--- config.mk ---
export PLATFORM = sky130hd
export DESIGN_NAME = uart_cmd_decoder
export DESIGN_NICKNAME = d
export VERILOG_FILES = /design/src/rtl/uart_cmd_decoder.sv
export SDC_FILE = /design/constraint.sdc
export NUM_CORES = 1
export LEC_CHECK = 0
export CORE_AREA = 2 2 104 106
export CTS_CLUSTER_DIAMETER = 60
export DETAILED_ROUTE_END_ITERATION = 12
export DIE_AREA = 0 0 106 108
export DONT_BUFFER_PORTS = 1
export HOLD_SLACK_MARGIN = 0.1
export PLACE_DENSITY_LB_ADDON = 0.1
export SLEW_MARGIN = 15
export SYNTH_ARGS = -nofsm -noshare
export SYNTH_HDL_FRONTEND = slang
export SYNTH_SLANG_ARGS = --single-unit
--- constraint.sdc ---
create_clock -name i_clk -period 3.55 [get_ports i_clk]
set_clock_uncertainty 0.1 [all_clocks]
set_input_delay 0.5325 -clock i_clk [delete_from_list [all_inputs] [get_ports i_clk]]
set_output_delay 0.5325 -clock i_clk [all_outputs]
set_load 0.02 [all_outputs]
--- src/rtl/uart_cmd_decoder.sv ---
// Turns a stream of ASCII command characters into {type, payload} words for the bus side.
// Words are issued the cycle after their terminator whenever downstream is free, otherwise held in EMIT.
module uart_cmd_decoder #(
   parameter int DATA_W     = 32,
   parameter int MAX_DIGITS = DATA_W / 4
) (
   input  logic              i_clk,
   input  logic              i_reset,
   input  logic              i_stb,
   input  logic [7:0]        i_char,
   input  logic              i_busy,
   output logic              o_stb,
   output logic [DATA_W+1:0] o_word,
   output logic              o_err,
   output logic [3:0]        o_digits
);

   typedef enum logic [1:0] {IDLE, HEX, EMIT} state_t;

   localparam logic [3:0] MAX_CNT = 4'(MAX_DIGITS);

   state_t              state;
   logic [1:0]          typ;
   logic [DATA_W-1:0]   acc;
   logic [3:0]          cnt;
   logic                pend;
   logic [DATA_W+1:0]   hold_word;
   logic [3:0]          hold_digits;

   logic                is_hex;
   logic                is_term;
   logic                is_cmd;
   logic                digit_in_hex;
   logic [3:0]          nib;
   logic [1:0]          cmd_type;
   logic [7:0]          up;
   logic [DATA_W+1:0]   word_now;

   always_comb begin
      is_hex   = 1'b0;
      nib      = 4'd0;
      is_cmd   = 1'b0;
      cmd_type = 2'b00;
      up       = i_char & 8'hDF;
      if (i_char >= 8'h30 && i_char <= 8'h39) begin
         is_hex = 1'b1;
         nib    = i_char[3:0];
      end else if ((i_char >= 8'h61 && i_char <= 8'h66) || (i_char >= 8'h41 && i_char <= 8'h46)) begin
         is_hex = 1'b1;
         nib    = i_char[3:0] + 4'd9;
      end
      case (up)
         8'h52:   begin is_cmd = 1'b1; cmd_type = 2'b00; end
         8'h57:   begin is_cmd = 1'b1; cmd_type = 2'b01; end
         8'h41:   begin is_cmd = 1'b1; cmd_type = 2'b10; end
         8'h53:   begin is_cmd = 1'b1; cmd_type = 2'b11; end
         default: ;
      endcase
      is_term = (i_char == 8'h0D) || (i_char == 8'h0A) || (i_char == 8'h20);
      // 'A' is both a hex digit and the set-address command: uppercase starts a new
      // command while a payload is open, lowercase is taken as a digit.
      digit_in_hex = is_hex && (i_char != 8'h41);
      word_now = {typ, (typ == 2'b11) ? {DATA_W{1'b0}} : acc};
   end

   always_ff @(posedge i_clk) begin
      if (i_reset) begin
         state       <= IDLE;
         typ         <= 2'b00;
         acc         <= '0;
         cnt         <= 4'd0;
         pend        <= 1'b0;
         hold_word   <= '0;
         hold_digits <= 4'd0;
         o_stb       <= 1'b0;
         o_word      <= '0;
         o_err       <= 1'b0;
         o_digits    <= 4'd0;
      end else begin
         o_stb <= 1'b0;
         o_err <= 1'b0;
         case (state)
            IDLE: begin
               if (i_stb) begin
                  if (is_cmd) begin
                     typ   <= cmd_type;
                     acc   <= '0;
                     cnt   <= 4'd0;
                     state <= HEX;
                  end else if (!is_term) begin
                     o_err <= 1'b1;
                  end
               end
            end
            HEX: begin
               if (i_stb) begin
                  if (digit_in_hex) begin
                     if (cnt < MAX_CNT) begin
                        acc <= {acc[DATA_W-5:0], nib};
                        cnt <= cnt + 4'd1;
                     end else begin
                        o_err <= 1'b1;
                        state <= IDLE;
                     end
                  end else if (is_term || is_cmd) begin
                     // Issue straight away when free so the word appears the cycle after its terminator.
                     if (!i_busy) begin
                        o_stb    <= 1'b1;
                        o_word   <= word_now;
                        o_digits <= cnt;
                        state    <= is_cmd ? HEX : IDLE;
                     end else begin
                        hold_word   <= word_now;
                        hold_digits <= cnt;
                        pend        <= is_cmd;
                        state       <= EMIT;
                     end
                     if (is_cmd) begin
                        typ <= cmd_type;
                        acc <= '0;
                        cnt <= 4'd0;
                     end
                  end else begin
                     o_err <= 1'b1;
                     state <= IDLE;
                  end
               end
            end
            EMIT: begin
               if (i_stb)
                  o_err <= 1'b1;
               if (!i_busy) begin
                  o_stb    <= 1'b1;
                  o_word   <= hold_word;
                  o_digits <= hold_digits;
                  state    <= pend ? HEX : IDLE;
                  pend     <= 1'b0;
               end
            end
            default: state <= IDLE;
         endcase
      end
   end

endmodule

==> results by group <==
Global route
  • All-layer global routing usage: 20.6%
  • Largest net degree at the start of global routing: 83
  • Met3 usage: 5.91%
  • Global route overflow: 0
  • Gr busiest metal: met2
  • Vias in the first global route: 3,760
  • Met1 Use GR: 28.5%
  • Met2 GRT Util: 31.7%
  • First-pass GRT wire length: 18.8 mm
  • Initial antenna violation count: 0

Setup path
  • Crit end category: register
  • R2R Setup Slk: 0.98 ns
  • CP Launch Type: primary input
  • Crit-path max cell delay: 0.64 ns
  • CP endpoint: acc[23]
  • CP Cell Sequence: or3b_1 > or4_1 > a211oi_1 > a211oi_2 > nor2_2 > buf_4 > a22o_1
  • Worst reg2reg endpoint: acc[23]
  • Kind of critical path: primary input to register
  • Slowest-stage cell, CP: or4_1
  • Worst Path Required: 3.89 ns
  • CP arrival: 3.10 ns
  • Worst R2R Start: state[1]
  • Worst-path fanout max: 19
  • Worst r2r path cells: 8
  • Critical Path Source: i_char[3]

Place
  • Area after DPL: 0.00503 mm^2
  • Gpl congestion: 0.846
  • Detail Placement HPWL: 6.83 mm
  • Count of input and output buffers: 0

Clock network
  • CTS clk-pin slew, worst paths: 0.06 ns
  • Root Driver: clkbuf_8
  • Sinks on the clock net: 119
  • CTS Buf Count: 17
  • Clk buf depth: 2
  • CTS H-tree depth: 4
  • CTS tree: built
  • Clk_lat worst skew: 0.50 ns

Final layout
  • Layout net count: 592
  • Layout area overhead: 14.0%
  • Layout cell share with drive strength beyond 1: 8.92%
  • Commonest non-fill, non-tap cells in the layout: 119 x dfxtp_1, 86 x nand2_1, 78 x nor2_1
  • Layout Cell Area excl Fill: 0.00571 mm^2
  • Antenna diodes: 0
  • Most common cell after layout, fill and taps aside: dfxtp_1

Floorplan
  • Die Ht: 108 um
  • Die width: 106 um
  • Die area: 0.0114 mm^2
  • # rows: 37
  • Core box area: 0.0102 mm^2
  • IO Pins: 52
  • Starting Density: 48.9%

Job
  • Max_cap viols: 0

Route
  • Detailed Routing Iterations Pass 1: 5
  • WL final: 11.0 mm
  • Post-DR vias/cell: 5.56
  • DRC viols: 0
  • Routed via count: 3,995
  • Antenna-violating nets left: 0
  • Routed len/inst: 15.3 um
  • Initial DRC Count: 302

Logic synthesis
  • Synth Area in Adders: 2.50%
  • Post-synthesis area per instance: 8.53 um^2
  • Yosys warnings: 0
  • Sequential area share after synthesis: 47.6%
  • Post-synthesis simple-gate area fraction: 19.3%
  • Post-synth ARST share: 0%
  • Mapped Cells: 587
  • Post-synth EDFFs: 0
  • Multiplexer area fraction after synthesis: 2.27%
  • Synth Area in Compound Gates: 22.9%
  • Post-Syn Area: 0.00501 mm^2
  • Main synth FF type: dfxtp_1
  • #FFs+latches synth: 119
  • Largest family of logic cells by synthesized area: compound AO/OA/AOI/OAI gates
  • Post-synthesis cell type count: 55
  • Syn Nets: 609
  • Synth Area in XOR/XNOR: 0.350%

Timing
  • Setup-failing EPs final: 0
  • Setup TNS: 0 ns
  • Period utilization: 77.9%
  • RSZ-0062 raised after global routing: false
  • Slew headroom: 49.8%
  • Final Hold Vio Count: 0
  • Max Fclk: 0.362 GHz
  • Final slew viol count: 0
  • Worst Max-Slew Pin Slew: 0.735 ns
  • Min cycle time layout: 2.76 ns

Worst hold path
  • Worst hold path class: primary input to register

Power and ir drop
  • Lkg Pwr: 1.98 nW
  • Maximum vdd drop: 0.270 mV
  • Pwr per Cell Area: 560 mW/mm^2

Run status
  • Status: completed
layout make-up:
class                   count  area [um^2]
fillers                   942         4520
multi-input cells         413         2390
flip-flops and latches    119         2380
clock buffers              18          428
clock inverters            14          199
well taps                 136          170
repair buffers             10          100
inverters                   9         33.8
worst max-delay path, delay by kind of cell:
family / cells / cell delay (ns)
AND/OR/NAND/NOR: 3 / 1.60
buffers and inverters: 1 / 0.35
AO/OA/AOI/OAI: 3 / 0.61
what timing repair did:
item                                   4_1_cts  5_1_grt
endpoints found under the hold margin       82        0
resized for setup                            0        0
buffers inserted                             0        0
hold buffers                                 3        0
registers in the layout, summed over array words and instances (netlist names), 2 cells and up:
name and cells:
cnt 4, typ 2, hold_word 34, acc 32
o_digits 4, o_word 34, hold_digits 4, state 2
cell families (layout without fill, tap and decap cells):
kind of cell / count (synthesis) / count (layout)
XOR/XNOR: 2 / 2
flip-flops: 119 / 119
AO/OA/AOI/OAI: 168 / 168
AND/OR/NAND/NOR: 222 / 222
multiplexers: 11 / 11
adder cells (fa/ha/maj): 10 / 10
buffers and inverters: 55 / 51
synth_stat cells, types with 3 or more instances:
library cell | count | area [um^2]
buf_2 | 9 | 45.0
dfxtp_1 | 119 | 2380
a21oi_1 | 73 | 365
buf_1 | 5 | 18.8
nand2_1 | 87 | 327
a22o_1 | 34 | 298
nor2_1 | 78 | 293
mux2_2 | 3 | 33.8
ha_1 | 10 | 125
buf_6 | 4 | 45.0
inv_1 | 9 | 33.8
mux2i_1 | 8 | 80.1
nand3_1 | 33 | 165
a211oi_1 | 39 | 293
clkbuf_1 | 27 | 101
where the power goes:
| part | leakage [nW] | switching [mW] | internal, mW |
|---|---|---|---|
| Combinational | 0.723 | 0.0429 | 0.0212 |
| Sequential | 0.958 | 0.00261 | 1.34 |
| Clock | 0.294 | 0.627 | 1.16 |
| Total | 1.98 | 0.673 | 2.52 |
layer usage:
layer,up-vias,wire length (um),share of wire (%)
met5,-,0,0
met4,0,48,0.44
li1,2056,-,-
met1,1859,5510,50
met3,4,437,4.0
met2,76,5030,46
stage by stage:
step	power (mW)	worst slack (ns)	cells	util, %	hold slack (ns)
CTS	3.22	0.809	719	55.7	0.147
detailed placement	1.41	0.300	684	49.1	0.340
global placement	1.41	0.361	684	49.1	0.336
finish	3.20	0.786	719	55.8	0.165
floorplan	1.42	0.734	587	-	0.336
global route	3.29	0.676	719	55.8	0.158
how the worst min path moves through the flow:
stage | from | to | slack, ns | cells past startpoint
after global routing | i_stb | o_stb | 0.16 | 2
after CTS | i_stb | o_stb | 0.15 | 2
after floorplan | hold_digits[0] | hold_digits[0] | 0.34 | 2
after global placement | hold_digits[2] | hold_digits[2] | 0.34 | 2
after detailed placement | hold_digits[2] | hold_digits[2] | 0.34 | 2
final | i_stb | o_stb | 0.16 | 2
Note: power is estimated with default switching activity, not from simulation.
